<file path="src/rtl/seq_scan_ctrl.sv">
// seq_scan_ctrl: accepts bytes over valid/ready, serialises them MSB-first and counts
// overlapping pattern matches. Define SEQ_SCAN_ABORT_EN to add the abort input.
module seq_scan_ctrl #(
    parameter int PAT_W = 5,
    parameter int LEN_W = 3,
    parameter int CNT_W = 8
) (
    input  logic             clk,
    input  logic             reset,
    input  logic             cfg_we,
    input  logic [PAT_W-1:0] cfg_pat,
    input  logic [LEN_W-1:0] cfg_len,
    input  logic             start,
    input  logic [7:0]       nbytes,
    input  logic [7:0]       din,
    input  logic             din_valid,
`ifdef SEQ_SCAN_ABORT_EN
    input  logic             abort,
`endif
    output logic             din_ready,
    output logic             x_out,
    output logic             hit,
    output logic [CNT_W-1:0] match_cnt,
    output logic             busy,
    output logic             done
);

    typedef enum logic [1:0] {IDLE, FETCH, SHIFT, DONE} state_t;

    localparam logic [LEN_W-1:0] PAT_W_L = LEN_W'(PAT_W);

    state_t           state, state_nxt;
    logic [PAT_W-1:0] pat_q;
    logic [LEN_W-1:0] len_q;
    logic [PAT_W-1:0] hist, hist_nxt, mask;
    logic [LEN_W-1:0] vcnt, vcnt_nxt, eff_len;
    logic [7:0]       sreg, remaining;
    logic [2:0]       bit_idx;
    logic             match, abort_req;

`ifdef SEQ_SCAN_ABORT_EN
    assign abort_req = abort && (state == FETCH || state == SHIFT);
`else
    assign abort_req = 1'b0;
`endif

    always_ff @(posedge clk or negedge reset) begin
        if (!reset) state <= IDLE;
        else        state <= state_nxt;
    end

    always_comb begin
        // NOTE: default first so every path assigns state_nxt; otherwise a latch is inferred.
        state_nxt = state;
        case (state)
            IDLE:    if (start) state_nxt = (nbytes != 8'd0) ? FETCH : DONE;
            FETCH:   if (din_valid) state_nxt = SHIFT;
            SHIFT:   if (bit_idx == 3'd7) state_nxt = (remaining != 8'd0) ? FETCH : DONE;
            DONE:    state_nxt = IDLE;
            default: state_nxt = IDLE;
        endcase
        if (abort_req) state_nxt = IDLE;
    end

    always_comb begin
        din_ready = (state == FETCH) && !abort_req;
        x_out     = (state == SHIFT) ? sreg[7] : 1'b0;
        busy      = (state != IDLE);
        done      = (state == DONE);
    end

    // Match is evaluated on the history as it will be after this bit shifts in.
    always_comb begin
        eff_len  = (len_q > PAT_W_L) ? PAT_W_L : len_q;
        hist_nxt = {hist[PAT_W-2:0], x_out};
        vcnt_nxt = (vcnt == PAT_W_L) ? vcnt : vcnt + LEN_W'(1);
        for (int i = 0; i < PAT_W; i++) mask[i] = (i < int'(eff_len));
        match = (state == SHIFT) && (eff_len != '0) && (vcnt_nxt >= eff_len) &&
                (((hist_nxt ^ pat_q) & mask) == '0);
    end

    always_ff @(posedge clk or negedge reset) begin
        if (!reset) begin
            pat_q     <= '0;
            len_q     <= '0;
            hist      <= '0;
            vcnt      <= '0;
            sreg      <= '0;
            remaining <= '0;
            bit_idx   <= '0;
            hit       <= 1'b0;
            match_cnt <= '0;
        end else begin
            // NOTE: non-blocking assignments so every register samples pre-edge values.
            hit <= 1'b0;
            if (state == IDLE && cfg_we) begin
                pat_q <= cfg_pat;
                len_q <= cfg_len;
            end
            case (state)
                IDLE: if (start) begin
                    hist      <= '0;
                    vcnt      <= '0;
                    match_cnt <= '0;
                    remaining <= nbytes;
                end
                FETCH: if (din_valid && !abort_req) begin
                    sreg      <= din;
                    remaining <= remaining - 8'd1;
                    bit_idx   <= 3'd0;
                end
                SHIFT: if (!abort_req) begin
                    hist    <= hist_nxt;
                    vcnt    <= vcnt_nxt;
                    sreg    <= {sreg[6:0], 1'b0};
                    bit_idx <= bit_idx + 3'd1;
                    hit     <= match;
                    if (match && match_cnt != '1) match_cnt <= match_cnt + CNT_W'(1);
                end
                default: ;
            endcase
        end
    end

endmodule

</file>
<file path="config.mk">
export PLATFORM = sky130hd
export DESIGN_NAME = seq_scan_ctrl
export DESIGN_NICKNAME = d
export VERILOG_FILES = /design/src/rtl/seq_scan_ctrl.sv
export SDC_FILE = /design/constraint.sdc
export NUM_CORES = 1
export LEC_CHECK = 0
export BUFFER_PORTS_ARGS = -buffer_cell sky130_fd_sc_hd__buf_4
export CAP_MARGIN = 25
export CORE_MARGIN = 4
export CORE_UTILIZATION = 40
export DETAILED_ROUTE_END_ITERATION = 10
export PLACE_DENSITY = 0.6
export SYNTH_ARGS = -nofsm -noshare
export SYNTH_HDL_FRONTEND = slang
export SYNTH_SLANG_ARGS = --single-unit
</file>
<file path="constraint.sdc">
create_clock -name clk -period 3.5 [get_ports clk]
set_input_delay 0.7 -clock clk [delete_from_list [all_inputs] [get_ports clk]]
set_output_delay 0.7 -clock clk [all_outputs]
set_load 0.005 [all_outputs]
</file>
==> results of run 1 <==
-- sequential cells by signal (all words and copies together), names as in the netlist --
name and flops:
pat_q 5, hist 4, hit 1, bit_idx 3, state 2, vcnt 3
len_q 3, match_cnt 8, remaining 8, sreg 8
-- layout make-up --
cell class | count | area (um2)
Timing Repair Buffer | 43 | 323
Sequential cell | 45 | 1130
Multi-Input combinational cell | 202 | 1310
Fill cell | 587 | 3050
Inverter | 11 | 41.3
Tap cell | 75 | 93.8
Clock buffer | 7 | 76.3
Clock inverter | 1 | 7.51
-- stage by stage --
| step | total power, mW | instances | setup slack, ns | area (um2) | utilization, % |
|---|---|---|---|---|---|
| 6_report | 2.37 | 384 | 0.957 | 2970 | 49.4 |
| 5_1_grt | 2.62 | 384 | 0.800 | 2970 | 49.4 |
| 4_1_cts | 2.40 | 384 | 0.955 | 2970 | 49.4 |
| 3_5_place_dp | 2.07 | 376 | 0.988 | 2890 | 48.0 |
| 3_3_place_gp | 2.03 | 376 | 1.02 | 2890 | 48.0 |
| 2_1_floorplan | 1.78 | 270 | 1.09 | 2530 | - |
-- cells in the final DEF, fill, tap and decap left out, types with 2 or more instances in the layout --
cell type | Yosys | routed
nand3_1 | 10 | 10
or4b_1 | 2 | 2
a211oi_1 | 10 | 10
nor4_1 | 2 | 2
clkbuf_8 | 0 | 5
inv_1 | 11 | 11
mux2_2 | 8 | 8
and2_1 | 3 | 3
o21ai_0 | 11 | 11
clkbuf_1 | 11 | 2
nor3_1 | 4 | 4
mux2i_1 | 6 | 6
or2b_1 | 2 | 2
a21o_1 | 5 | 5
ha_1 | 9 | 9
nor2_1 | 16 | 16
nand2_1 | 35 | 35
buf_4 | 0 | 43
nand2b_1 | 4 | 4
o22ai_1 | 6 | 6
dfrtp_1 | 45 | 45
a21oi_1 | 18 | 18
a31oi_1 | 10 | 10
a22oi_1 | 2 | 2
a22o_1 | 6 | 6
a221oi_1 | 2 | 2
nor2b_1 | 9 | 9
xnor2_1 | 6 | 6
-- metal layers --
layer | wire (um) | share of wire (%) | global-route usage [%] | up-vias
met1 | 2610 | 47 | 20.8 | 980
met2 | 2490 | 45 | 26.1 | 61
met5 | 0 | 0 | 0 | -
met4 | 74 | 1.3 | 5.16 | 0
li1 | - | - | - | 1048
met3 | 364 | 6.6 | 4.35 | 10
-- final timing paths --
kind / cells past startpoint / endpoint / startpoint / slack, ns
worst max-delay path: 4 / din_ready / state[0] / 0.96
worst min-delay path: 1 / hist[1] / reset / 0.38
worst max register to register: 9 / match_cnt[4] / vcnt[0] / 0.96
worst min register to register: 1 / hist[3] / hist[3] / 0.53
max in group asynchronous: 1 / vcnt[0] / reset / 2.71
min in group clk: 1 / hist[3] / hist[3] / 0.53
-- report_power, final --
part | internal (mW) | switching (mW)
Sequential | 0.733 | 0.211
Clock | 0.142 | 0.181
Combinational | 0.511 | 0.592
Total | 1.39 | 0.985
-- logic make-up (layout without fill, tap and decap cells) --
| group | after synthesis | after routing |
|---|---|---|
| simple gates | 97 | 97 |
| fa+ha+maj | 9 | 9 |
| mux | 14 | 14 |
| flops | 45 | 45 |
| buf+inv | 23 | 62 |
| xor+xnor | 6 | 6 |
| compound gates | 76 | 76 |
-- critical path: stages (launching register included) --
cell     delay [ns]
dfrtp_1        0.35
buf_4          0.29
or2b_1         0.40
inv_1          0.32
buf_4          0.18
==> metrics.md, run 1 <==
| Metric | Value |
|---|---|
| Status | completed |
| Final Max Slew Viols | 0 |
| Largest net degree at the start of global routing | 46 |
| DRC | 0 |
| Drt first-iter violations | 95 |
| Largest area contributor in the netlist | dfrtp_1 |
| GP Congestion | between 0.8 and 0.9 |
| Synthesized cell area | about 2500 um2 |
| Detailed Route WL | 5540 um |
| Slew @ Worst Pin | 0.632 ns |
| Area share of xor/xnor cells in the synthesized design | under 10% |
| Worst Hold Margin | ~0.38 ns |
| CTS max path bufs | 2 |
| CTS HTree Levels | 2 |
| Hold Vio Cnt, Final | 0 |
| GRT overflow | 0 |
| Leakage | 1.34 nW |
| Inserted Diodes | 0 |
| Minimum clock period | 2.54 ns |
| CTS clk-pin slew, worst paths | ~0.090 ns |
| Main combinational cell family by area after synthesis | compound AO/OA/AOI/OAI gates |
| Primary FF master, synth | dfrtp_1 |
| Post-route clock period utilization | ~73% |
| Post-CTS Setup Repair Bufs | 0 |
| Worst-Skew Late Latency | approximately 0.31 ns |
| Layout cell share with drive strength beyond 1 | roughly a fifth |
| CP Capture Type | primary output |
| Synth cell types | 43 |
| Synth cell count leaders | 45 x dfrtp_1, 35 x nand2_1, 18 x a21oi_1 |
| Simple-gate share of the synthesized area | 19.2% |
| Initial antenna violation count | 0 |
| Core Region | ~6000 um2 |
| Count of input and output buffers | between 40 and 50 |
| Pwr dens | about 800 nW/um2 |
| Worst Hold Class | primary input to asynchronous set/reset pin |
| Setup CP Type | flip-flop to primary output |
| Die area | 7650 um2 |
| First-pass GRT wire length | slightly below 10000 um |
| Area share of the largest cell type after synthesis | 44.6% |
| Initial Util | a little over two fifths |
| CTS resizes | 0 |
| Unrepaired setup endpoints after global routing | no |
| Vias post-DR | between 2000 and 2500 |
| Yosys reg bits | 45 |
| Arrival @ worst endpoint | between 1.5 and 2 ns |
| IO Count | 42 |
| Clock root cell | clkbuf_8 |
| Vias per cell | ~5.5 |
| Slew margin rel. | 56.7% |
| Synth Warn # | 0 |
| EDFF count, synth | 0 |
| Number of global-route vias before repair | 2121 |
| Compound-Gate Fraction of Synth Area | 20.0% |
| Syn_area_per_cell | roughly 9.4 um2 |
| Final HPWL DP | approximately 4000 um |
| Crit path max fanout | 30 |
| Post-Synth Adder-Cell Area | approximately 4.5% |
| Max-cap violations | 0 |
| Syn Nets | 308 |
| Fmax | roughly 0.39 GHz |
| Cts bufs inserted | 5 |
| Most numerous cell in the Yosys netlist | dfrtp_1 |
| 1st-pass router iterations | 4 |
| Synth-to-layout area growth | 17.7% |
| Register area share after synthesis | between 40% and 50% |
| Die H | around 87 um |
| Post-synth ARST share | between 90% and 100% |
| Gr usage total | between 10% and 20% |
| DRT antenna net count | 0 |
| Setup tns final | 0 ns |
| Setup Skew | ~0.012 ns |
| Routed WL per cell | around 14 um |
| Cells after synthesis | between 200 and 300 |
| CP Launch Type | flip-flop |
| Die Span X | approximately 87 um |
| Clk sinks | 45 |
| Hold Buf Count CTS | 0 |
| Nets | between 300 and 400 |
| Proportion of synthesized area in mux cells | between 5 and 6% |
| Maximum VDD drop | 0.387 mV |
| Crit path required time | around 2.8 ns |
| Num rows | 28 |
| Final count of negative-setup-slack endpoints | 0 |
| Synth top area cells | dfrtp_1 45%, nand2_1 5.2%, ha_1 4.5%, a21oi_1 3.6%, mux2_2 3.6% |
| CTS tree | done |
Power figures use the tool's default switching activity.
==> run 2: changes to the inputs <==
--- a/config.mk
+++ b/config.mk
@@ -10,7 +10,7 @@
 export CORE_MARGIN = 4
 export CORE_UTILIZATION = 40
 export DETAILED_ROUTE_END_ITERATION = 10
-export PLACE_DENSITY = 0.6
+export PLACE_DENSITY = 0.62
 export SYNTH_ARGS = -nofsm -noshare
 export SYNTH_HDL_FRONTEND = slang
 export SYNTH_SLANG_ARGS = --single-unit
==> constraint.sdc (replaced) <==
create_clock -name clk -period 2.1 [get_ports clk]
set_input_delay 0.42 -clock clk [delete_from_list [all_inputs] [get_ports clk]]
set_output_delay 0.42 -clock clk [all_outputs]
set_load 0.005 [all_outputs]
==> run 2 against run 1 <==
  * Highest routed layer unchanged
  * Routed wire length up 5.2%
  * Critical path depth up 6
  * Count of clock-buffer cells in the layout down 1
  * The run now ends with setup timing left
  * Worst setup slack worse by 1.3 ns
  * Sequential power up 61%
  * Cell count up 5.5%
  * Clock skew down 0.0026 ns
  * Register-to-register slack worse by 1.3 ns
  * Via count up 4.7%
  * Critical endpoint is now match_cnt[4]
  * Sequential share of layout area down 3.5 points
  * Design area up 10%
==> metrics.md, run 2 (same netlist as run 1, synthesis figures left out) <==
| Metric | Value |
|---|---|
| Nets | approximately 370 |
| R2R setup slack | -0.32 ns |
| Unrepaired setup endpoints after global routing | yes |
| Die H | 87.5 um |
| Cts bufs inserted | 5 |
| Pwr dens | roughly 1400 nW/um2 |
| Crit path to | match_cnt[4] |
| Power, Total | 4.61 mW |
| Initial Util | around two fifths |
| Drt first-iter violations | 57 |
| Largest regs | match_cnt: 8 flops, remaining: 8 flops, sreg: 8 flops |
| Hold Buf Count CTS | 0 |
| CTS max path bufs | 2 |
| Crit path required time | 2.29 ns |
| Initial antenna violation count | 0 |
| Slew @ Worst Pin | just under 0.6 ns |
| Final Max Slew Viols | 0 |
| Worst Hold Class | primary input to asynchronous set/reset pin |
| Worst-Skew Late Latency | a little over 0.3 ns |
| Worst Setup SP | vcnt[1] |
| # fillers | 565 |
| Slew margin rel. | about three fifths |
| Setup Skew | roughly 0.0096 ns |
| FF-to-FF Start | vcnt[1] |
| Status | complete, but fails checks |
| First-pass GRT wire length | 10300 um |
| Setup tns final | -0.804 ns |
| CP Capture Type | flip-flop |
| Final Instance Area | roughly 3300 um2 |
| Max-cap violations | 0 |
| CTS HTree Levels | 2 |
| Final HPWL DP | approximately 4200 um |
| Detailed Route WL | roughly 6000 um |
| Largest net degree at the start of global routing | 46 |
| CTS tree | done |
| Die area | approximately 7700 um2 |
| Die Span X | a little under 90 um |
| DRC | 0 |
| Final count of negative-setup-slack endpoints | 7 |
| Hold Vio Cnt, Final | 0 |
| Clock root cell | clkbuf_8 |
| Gr usage total | around 17% |
| Maximum VDD drop | roughly 0.74 mV |
| Number of global-route vias before repair | between 2000 and 2500 |
| Crit path max fanout | 3 |
| Fmax | 0.414 GHz |
| CP Launch Type | flip-flop |
| Failing checks | setup timing |
| Worst setup margin | -0.315 ns |
| 1st-pass router iterations | 5 |
| Arrival @ worst endpoint | between 2 and 3 ns |
| DP Area | ~3000 um2 |
| Vias post-DR | between 2000 and 2500 |
| Minimum clock period | approximately 2.4 ns |
| GP Congestion | slightly below 0.8 |
| GRT overflow | 0 |
| Post-route clock period utilization | 115% |
| Vias per cell | 5.42 |
| Pre-CTS setup slack | -0.303 ns |
| Leakage | roughly 1.5 nW |
| Critical R2R Capture | match_cnt[4] |
| CTS clk-pin slew, worst paths | ~0.090 ns |
| DRT antenna net count | 0 |
| Layout cell share with drive strength beyond 1 | 31.5% |
| Placed Cells | a little under 400 |
| Count of input and output buffers | around 40 |
| Num rows | 28 |
| Setup CP Type | flip-flop to flip-flop |
| Clk sinks | between 40 and 50 |
| Routed WL per cell | roughly 14 um |
| Fin cells | 405 |
| Core Region | 6030 um2 |
| Inserted Diodes | 0 |
| Synth-to-layout area growth | 29.7% |
| Most frequent cells in the layout | 62 x buf_4, 45 x dfrtp_1, 33 x nand2_1, 15 x nor2_1, 14 x a21oi_1 |
| Cells on worst reg2reg path | 10 |
| Commonest non-fill, non-tap cell in the layout | buf_4 |
| IO Count | between 40 and 50 |
[run 2: what timing repair did]
item / CTS / global route
setup buffers: 2 / 4
gates resized for setup: 13 / 9
pin swaps: 10 / 5
setup endpoints to repair: 8 / 8
[run 2: cell type report]
class	instances	area (um2)	share of cell area [%]
Multi-Input combinational cell	202	1430	43.7
Tap cell	75	93.8	2.86
Inverter	11	41.3	1.26
Clock inverter	2	13.8	0.420
Sequential cell	45	1130	34.4
Clock buffer	6	82.6	2.52
Timing Repair Buffer	64	488	14.9
[run 2: worst min-delay path by stage]
stage / to / slack [ns] / cells after the start
6_report: match_cnt[6] / 0.11 / 1
5_1_grt: pat_q[4] / 0.15 / 1
4_1_cts: pat_q[4] / 0.13 / 1
3_5_place_dp: len_q[0] / 0.47 / 1
3_3_place_gp: pat_q[2] / 0.46 / 1
2_1_floorplan: bit_idx[0] / 0.12 / 0
[run 2: worst max-delay path, stage by stage (launching register included)]
cell and delay, ns:
dfrtp_1 0.41, inv_1 0.07, ha_2 0.20, nand2_4 0.07, xnor2_2 0.13, ha_1 0.27
nand2b_4 0.12, a211oi_4 0.05, or3_4 0.36, or4b_4 0.49, mux2i_1 0.13
[run 2: routing by layer]
| metal | GRT usage [%] | wire length [um] | vias to the layer above |
|---|---|---|---|
| met1 | 21.6 | 2640 | 1029 |
| li1 | - | - | 1093 |
| met2 | 28.3 | 2740 | 62 |
| met5 | 0 | 0 | - |
| met4 | 4.60 | 94 | 0 |
| met3 | 4.45 | 353 | 13 |
[run 2: per-stage QoR]
stage / hold WS [ns] / utilization, %
floorplan: 0.124 / -
global placement: 0.462 / 50.2
detailed placement: 0.467 / 50.2
CTS: 0.134 / 53.3
global route: 0.147 / 54.4
finish: 0.111 / 54.4
[run 2: power breakdown]
group          leakage, nW  switching [mW]  internal [mW]
logic                0.874            1.24           1.27
registers            0.560           0.302           1.22
clock network       0.0512           0.308          0.267
total                 1.49            1.85           2.76
